**config.mk**
```make
export PLATFORM = sky130hd
export DESIGN_NAME = spike_rate_decoder
export DESIGN_NICKNAME = d
export VERILOG_FILES = /design/src/rtl/lif_pkg.sv /design/src/rtl/spike_rate_decoder_counter.sv /design/src/rtl/spike_rate_decoder.sv
export SDC_FILE = /design/constraint.sdc
export NUM_CORES = 1
export LEC_CHECK = 0
export CAP_MARGIN = 20
export CORE_ASPECT_RATIO = 1.1
export CORE_UTILIZATION = 26
export DETAILED_ROUTE_END_ITERATION = 10
export DONT_BUFFER_PORTS = 1
export PLACE_DENSITY = 0.47
export SYNTH_ARGS = -nofsm -noshare
export SYNTH_HDL_FRONTEND = slang
export SYNTH_HIERARCHICAL = 1
export SYNTH_SLANG_ARGS = --single-unit
```
**constraint.sdc**
```tcl
create_clock -name clk -period 4.7 [get_ports clk]
set_input_delay 0.94 -clock clk [delete_from_list [all_inputs] [get_ports clk]]
set_output_delay 0.94 -clock clk [all_outputs]
set_load 0.02 [all_outputs]
```
**src/rtl/lif_pkg.sv**
```systemverilog
// ---------------------------------------------------------------------------
// lif_pkg
// Shared definitions for the spike-rate readout path.
//   - default channel count, window length and count width
//   - readout state enum
//   - saturating add helper, used by every per-channel counter
// ---------------------------------------------------------------------------
package lif_pkg;

    localparam int unsigned N_CH_DEF   = 3;
    localparam int unsigned WINDOW_DEF = 256;
    localparam int unsigned CNT_W_DEF  = 8;

    typedef enum logic {
        IDLE = 1'b0,
        SEND = 1'b1
    } rd_state_e;

    // Returns a + b clamped to max_v. Callers pass values already narrower
    // than 32 bits, so the 32-bit sum cannot itself overflow.
    function automatic int unsigned sat_add(input int unsigned a,
                                            input int unsigned b,
                                            input int unsigned max_v);
        int unsigned sum;
        sum = a + b;
        return (sum > max_v) ? max_v : sum;
    endfunction

endpackage

```
**src/rtl/spike_rate_decoder_counter.sv**
```systemverilog
// ---------------------------------------------------------------------------
// spike_counter
// One channel of the rate decoder: a saturating live spike counter plus a
// shadow register that holds the count of the last accepted window.
// Ports:
//   clk, rst_n   - clock, asynchronous active-low reset
//   spike_i      - spike line for this channel (one cycle high = one spike)
//   win_end_i    - capture live count (+ this cycle's spike) into the shadow
//   clear_i      - window boundary: live count restarts from 0
//   shadow_o     - captured count of the last accepted window
// ---------------------------------------------------------------------------
module spike_counter
    import lif_pkg::*;
#(
    parameter int unsigned CNT_W = CNT_W_DEF
) (
    input  logic             clk,
    input  logic             rst_n,
    input  logic             spike_i,
    input  logic             win_end_i,
    input  logic             clear_i,
    output logic [CNT_W-1:0] shadow_o
);

    localparam int unsigned CNT_MAX = (32'd1 << CNT_W) - 32'd1;

    logic [CNT_W-1:0] cnt_q, cnt_d;
    logic [CNT_W-1:0] shadow_q, shadow_d;
    logic [CNT_W-1:0] cnt_inc;

    // The spike arriving on the boundary cycle is folded into the captured
    // value, so it belongs to the window that is ending.
    always_comb begin
        // NOTE: every signal assigned here gets a value on every path; a
        // missing default would infer a latch.
        cnt_inc  = CNT_W'(sat_add(32'(cnt_q), 32'(spike_i), CNT_MAX));
        cnt_d    = clear_i   ? '0      : cnt_inc;
        shadow_d = win_end_i ? cnt_inc : shadow_q;
    end

    // NOTE: state uses non-blocking assignments so all registers update
    // together on the edge. The shadow register is reset too: it is a single
    // word per channel, not a memory, and it drives rate_out after reset.
    always_ff @(posedge clk or negedge rst_n) begin
        if (!rst_n) begin
            cnt_q    <= '0;
            shadow_q <= '0;
        end else begin
            cnt_q    <= cnt_d;
            shadow_q <= shadow_d;
        end
    end

    assign shadow_o = shadow_q;

endmodule

```
**src/rtl/spike_rate_decoder.sv**
```systemverilog
// ---------------------------------------------------------------------------
// spike_rate_decoder
// Counts spikes per channel over a fixed window, snapshots all counts at the
// window end and streams them out one channel per transfer.
// Ports:
//   clk, rst_n   - clock, asynchronous active-low reset
//   spike_in     - one spike line per channel
//   rate_out     - count of the presented channel
//   rate_ch      - index of the presented channel
//   rate_valid   - rate_out / rate_ch valid
//   rate_ready   - consumer accepts the presented word
//   overrun      - sticky: a window ended while a readout was in progress
// ---------------------------------------------------------------------------
module spike_rate_decoder
    import lif_pkg::*;
#(
    parameter  int unsigned N_CH   = N_CH_DEF,
    parameter  int unsigned WINDOW = WINDOW_DEF,
    parameter  int unsigned CNT_W  = CNT_W_DEF,
    localparam int unsigned CH_W   = (N_CH > 1) ? $clog2(N_CH) : 1
) (
    input  logic             clk,
    input  logic             rst_n,
    input  logic [N_CH-1:0]  spike_in,
    output logic [CNT_W-1:0] rate_out,
    output logic [CH_W-1:0]  rate_ch,
    output logic             rate_valid,
    input  logic             rate_ready,
    output logic             overrun
);

    localparam int unsigned WIN_W = $clog2(WINDOW);

    logic [WIN_W-1:0] win_cnt_q, win_cnt_d;
    logic             win_end;
    rd_state_e        state_q, state_d;
    logic [CH_W-1:0]  idx_q, idx_d;
    logic             overrun_q, overrun_d;
    logic             take_snapshot;
    logic [CNT_W-1:0] shadow [N_CH];

    // ---------------- window counter ----------------
    assign win_end   = (win_cnt_q == WIN_W'(WINDOW - 1));
    assign win_cnt_d = win_end ? '0 : win_cnt_q + WIN_W'(1);

    always_ff @(posedge clk or negedge rst_n) begin
        if (!rst_n) win_cnt_q <= '0;
        else        win_cnt_q <= win_cnt_d;
    end

    // A window ending mid-readout is dropped; the live counters still restart.
    assign take_snapshot = win_end && (state_q == IDLE);

    for (genvar c = 0; c < N_CH; c++) begin : g_ch
        spike_counter #(.CNT_W(CNT_W)) u_cnt (
            .clk       (clk),
            .rst_n     (rst_n),
            .spike_i   (spike_in[c]),
            .win_end_i (take_snapshot),
            .clear_i   (win_end),
            .shadow_o  (shadow[c])
        );
    end

    // ---------------- readout FSM: state register ----------------
    always_ff @(posedge clk or negedge rst_n) begin
        if (!rst_n) begin
            state_q <= IDLE;
            idx_q   <= '0;
        end else begin
            state_q <= state_d;
            idx_q   <= idx_d;
        end
    end

    // ---------------- readout FSM: next state ----------------
    always_comb begin
        state_d = state_q;
        idx_d   = idx_q;
        unique case (state_q)
            IDLE: begin
                if (win_end) begin
                    state_d = SEND;
                    idx_d   = '0;
                end
            end
            SEND: begin
                if (rate_ready) begin
                    if (idx_q == CH_W'(N_CH - 1)) state_d = IDLE;
                    else                          idx_d   = idx_q + CH_W'(1);
                end
            end
            default: state_d = IDLE;
        endcase
    end

    // ---------------- readout FSM: outputs ----------------
    // Outputs depend on registered state only, so rate_ready never reaches
    // an output combinationally.
    always_comb begin
        rate_valid = 1'b0;
        rate_ch    = '0;
        rate_out   = '0;
        if (state_q == SEND) begin
            rate_valid = 1'b1;
            rate_ch    = idx_q;
            rate_out   = shadow[idx_q];
        end
    end

    // ---------------- sticky overrun ----------------
    assign overrun_d = overrun_q | (win_end && (state_q == SEND));

    always_ff @(posedge clk or negedge rst_n) begin
        if (!rst_n) overrun_q <= 1'b0;
        else        overrun_q <= overrun_d;
    end

    assign overrun = overrun_q;

endmodule

```
# Word-level counts from Yosys, hierarchy flattened
# Cells that the tools add are included.
# word_totals
elab_cells	51
regBits	60
out_inout_bits	12
# op_classes
eq_ne	5
n_bitwise	3
n_mux	21
n_addsub	5
magnitude_cmp	4
reduce_logical	3
# ops
cell	n
$mux W8	10
$add A8 B1 Y9	3
$gt A9 B8 Y1 const B	3
$bmux W8 S2	1
$add A8 B1 Y8 const B	1
$eq A8 B8 Y1 const B	1
$mux W2	4
$mux W1	4
$ne A2 B2 Y1 const B	2
$pmux W2 S2	1
$ge A3 B3 Y1 const B	1
$not A2 Y3	1
$reduce_and A3 Y1	1
$add A2 B1 Y2 const B	1
$eq A2 B2 Y1 const B	1
$logic_and A1 B1 Y1	2
$ne A2 B1 Y1 const B	1
$pmux W1 S2	1
$not A1 Y1	1
$or A1 B1 Y1	1

# Depth between registers and ports, before layout
# depth
depth_word	5
depth_mapped	6
ltp_nobuf	6

# By module
# Netlist, hierarchy kept.
# modules_own_cells
module	instances	area_each_um2	cells_each	seq_area_each_um2
spike_counter	3	744.5	69	400.4
spike_rate_decoder	1	804.5	86	300.3

# Worst setup path before layout
# OpenSTA, ideal clock, no wires.
# synth_timing
path_kind	register to output
from	reg idx_q[1]
to	out rate_out[0]
setup_slack_ns	2.605
path_stages_with_launch	5
path_buffers	1
arrival_ns	1.155
t_required_ns	3.760
path_cell_list	dfrtp_1 > buf_4 > mux2_2 > nand2_1 > a21boi_1
# synth_between
elab_chain_cells	5
# synth_rtl
item	line_no	rtl
from (decl)	spike_rate_decoder.sv:37	logic [CH_W-1:0] idx_q, idx_d;
from (signal assigned)	spike_rate_decoder.sv:72	idx_q <= idx_d;
$not A2 Y3 (implied by the code)	spike_rate_decoder.sv:107	rate_out = shadow[idx_q];
$bmux W8 S2	spike_rate_decoder.sv:107	
$mux W8 (implied by the code) (2 in a row)	spike_rate_decoder.sv:107	
$mux W8	spike_rate_decoder.sv:104	if (state_q == SEND) begin
to (decl)	spike_rate_decoder.sv:25	output logic [CNT_W-1:0] rate_out,
# No other way between the ends. The select of a mux whose other input is x is not followed.

# Worst setup path in the final report
# layout_timing
from	reg idx_q[1]
to	out rate_out[7]
# Same word-level chain as after synthesis.

==> flow_summary.ini <==
[run_status]
outcome = complete, but fails checks
failed_checks = design-rule violations

[clocking]
clockRootBuffer = clkbuf_16
cts_tree = built
cts_buffers = 9
h-tree-depth = 3
cts.sinks = 60
hold_buffers = 0
cts.path.max_buffers = 2
clk_latency_ps = 330
cts_setup_buffers = 0
cts-resized-gates = 0
cts.clk_slew.worst_paths_ps = 60

[timing]
fin_skew_ps = 6.474
max_freq_mhz = 341.5
hold_slack_ps = 301.2
fin_crit_ps = 2928
setup_viol = 0
finalSetupTns_ps = 0
worst_slew_margin_rel_pct = 50.59
final_max_slew_viol_count = 0
worstMarginPinSlew_ps = 739.4
hold_viol = 0
post-route-period-util_pct = 62.30
grt_setup_unrepaired = no

[pwr]
p_leak_nw = 1.349
ir_drop_mv = 0.1396
powerDensity_nw_per_um2 = 480.7

[synth]
synthAdderAreaFrac_pct = 3.295
synth_xor_area_share_pct = 4.901
yosysWarningCount = 6
synth_compound_area_share_pct = 16.02
avgSynthCellArea_um2 = 10.37
synth_nets = 307
yosys-mux-area-fraction_pct = 3.624
synth_seq_cells = 60
netlist_area_um2 = 3038
synthCells = 293
yosysUniqueCellTypes = 42
yosys.area_share.simple_pct = 19.19
ys_seq_area_share_pct = 49.42
synth_top_family_by_area = simple AND/OR/NAND/NOR gates

[route]
wl_per_cell_um = 15.02
drcViolationCount = 1
drtPass1Iterations = 7
drtIter0Drc = 133
via_count = 2182
routed_wl_mm = 6.683
ant_nets = 0
viasPerCell = 4.903

[floorplan]
start_util_pct = 26.56
core-area_um2 = 11440
die_y_um = 115.4
die_area_um2 = 12120
die_w_um = 105.1
core.rowCount = 41
io_pins = 18

[worst_setup_path]
cpMaxStageDelayCell = nor2b_1
cpPeakStageDelay_ps = 580
cp_cell_sequence = nor2b_1, nand2_1, a21boi_1
cp.buffers_inverters = 0
arrival_ps = 1990
path_class = reg2out
crit_path_start_kind = register
cp_max_fo = 13
crit_family = simple AND/OR/NAND/NOR gates
critical_path_required_ps = 3760
critical_path_depth = 3
reg2reg_depth = 6
cp-end-kind = primary output

[placement]
gp_congestion = 0.7632
io_buffers = 0
dp.cells = 429
hpwl_mm = 4.504
dpl_cell_area_um2 = 3162

[cells_and_area]
instances_no_fill = 445
drive_gt1_share_pct = 13.22
final_area_um2 = 3480
regArea_um2 = 1501
layout.nets = 304
mostFrequentLayoutCell = dfrtp_1
synthToLayoutAreaGrowth_pct = 14.54
most-common-layout-cells = dfrtp_1 (60), nand2_1 (30), nor2_1 (25), a21oi_1 (19), a31oi_1 (18)
antennaDiodeCount = 0
multiInputGateArea_um2 = 1435
fill_cells = 1150

[min_path]
min_path_type = in2async

[global_routing]
gr-usage-all-layers_pct = 12.09
gr-total-overflow = 0
grt_pass1_vias = 2177
grt_max_degree = 61
antenna_found_initial = 0
grt_pass1_wl_mm = 11.29

[job]
max_cap_viol_count = 0
[report_power, final]
group          switching [mW]  total [mW]  internal (mW)  leakage, nW
sequential              0.108       0.710          0.603        0.668
clock                   0.227       0.702          0.475        0.159
combinational           0.156       0.261          0.105        0.522
[cells in the mapped netlist]
master,instances,share of area [%]
nand3b_1,1,0.25
ha_1,8,3.3
mux2_2,3,1.1
o2bb2ai_1,3,0.87
nand2_1,30,3.7
nand3_2,4,1.3
mux2_1,5,1.9
and4b_1,3,0.99
o211ai_1,1,0.25
nor3_2,1,0.33
o41ai_1,3,0.87
nand3_1,8,1.3
a21oi_1,19,3.1
dfrtp_1,60,49
clkinv_1,1,0.12
a41oi_1,3,0.87
o21ai_0,3,0.49
buf_1,3,0.37
nor2_1,25,3.1
nor3_1,10,1.6
buf_4,4,0.99
a211oi_1,3,0.74
o31ai_2,6,2.5
or3_1,1,0.21
a31oi_1,18,3.7
xnor2_1,2,0.58
nor4b_2,3,1.5
a21boi_1,8,2.0
clkbuf_1,3,0.37
nor2_4,1,0.37
inv_1,7,0.87
o21ai_1,1,0.16
nand4_1,6,1.2
and4_1,3,0.87
nand4_2,2,0.82
nor2b_1,2,0.41
buf_2,5,0.82
and2_1,2,0.41
xor2_1,15,4.3
a21o_1,2,0.49
and3_2,3,0.74
mux2i_1,2,0.66
[sequential cells by signal, indices dropped and copies added, names as in the netlist]
signal / count
g_ch.u_cnt/cnt_q: 24
state_q: 1
win_cnt_q: 8
g_ch.u_cnt/shadow_o: 24
idx_q: 2
overrun: 1
[logic make-up (layout without fill, tap and decap cells)]
family                     Yosys count  count (layout)
and+or+nand+nor                    105             105
adders and majority gates            8               8
AOI/OAI and AO/OA                   70              70
buffers and inverters               23              25
DFF                                 60              60
muxes                               10              10
xor gates and xnor gates            17              17
[per-layer routing]
metal,wire [um],global-route usage (%),vias to the layer above
met5,0,0,-
li1,-,-,1067
met2,3067,18.45,33
met4,76,4.977,0
met3,253,3.855,6
met1,3286,15.89,1076
[area by class of cell]
type | count | area share [%]
inverter | 8 | 0.8630
timing repair buffer | 1 | 0.2157
sequential | 60 | 43.15
clock inverter | 5 | 2.157
tap | 150 | 5.394
multi-input combinational | 210 | 41.24
clock buffer | 11 | 6.976
[final timing paths]
check / startpoint / endpoint / slack [ps]
worst min register to register: g_ch[1].u_cnt/shadow_o[5]$_DFFE_PN0P_ / g_ch[1].u_cnt/shadow_o[5]$_DFFE_PN0P_ / 500
min in group clk: g_ch[1].u_cnt/shadow_o[5]$_DFFE_PN0P_ / g_ch[1].u_cnt/shadow_o[5]$_DFFE_PN0P_ / 500
max in group asynchronous: rst_n / g_ch[2].u_cnt/cnt_q[0]$_DFF_PN0_ / 4280
worst min-delay path: rst_n / g_ch[1].u_cnt/cnt_q[6]$_DFF_PN0_ / 300
worst max-delay path: idx_q[1]$_DFFE_PN0P_ / rate_out[7] / 1770
worst max register to register: win_cnt_q[0]$_DFF_PN0_ / g_ch[0].u_cnt/shadow_o[7]$_DFFE_PN0P_ / 2380
[per-stage QoR]
stage                     worst slack, ps  power [mW]  utilization [%]
after floorplan                      2605      0.9131                -
after global placement               2142      0.9720            27.64
after detailed placement             2087      0.9778            27.64
after CTS                            1732       1.694            30.42
after global routing                 1613       1.775            30.42
final                                1772       1.673            30.42
Power figures use the tool's default switching activity.
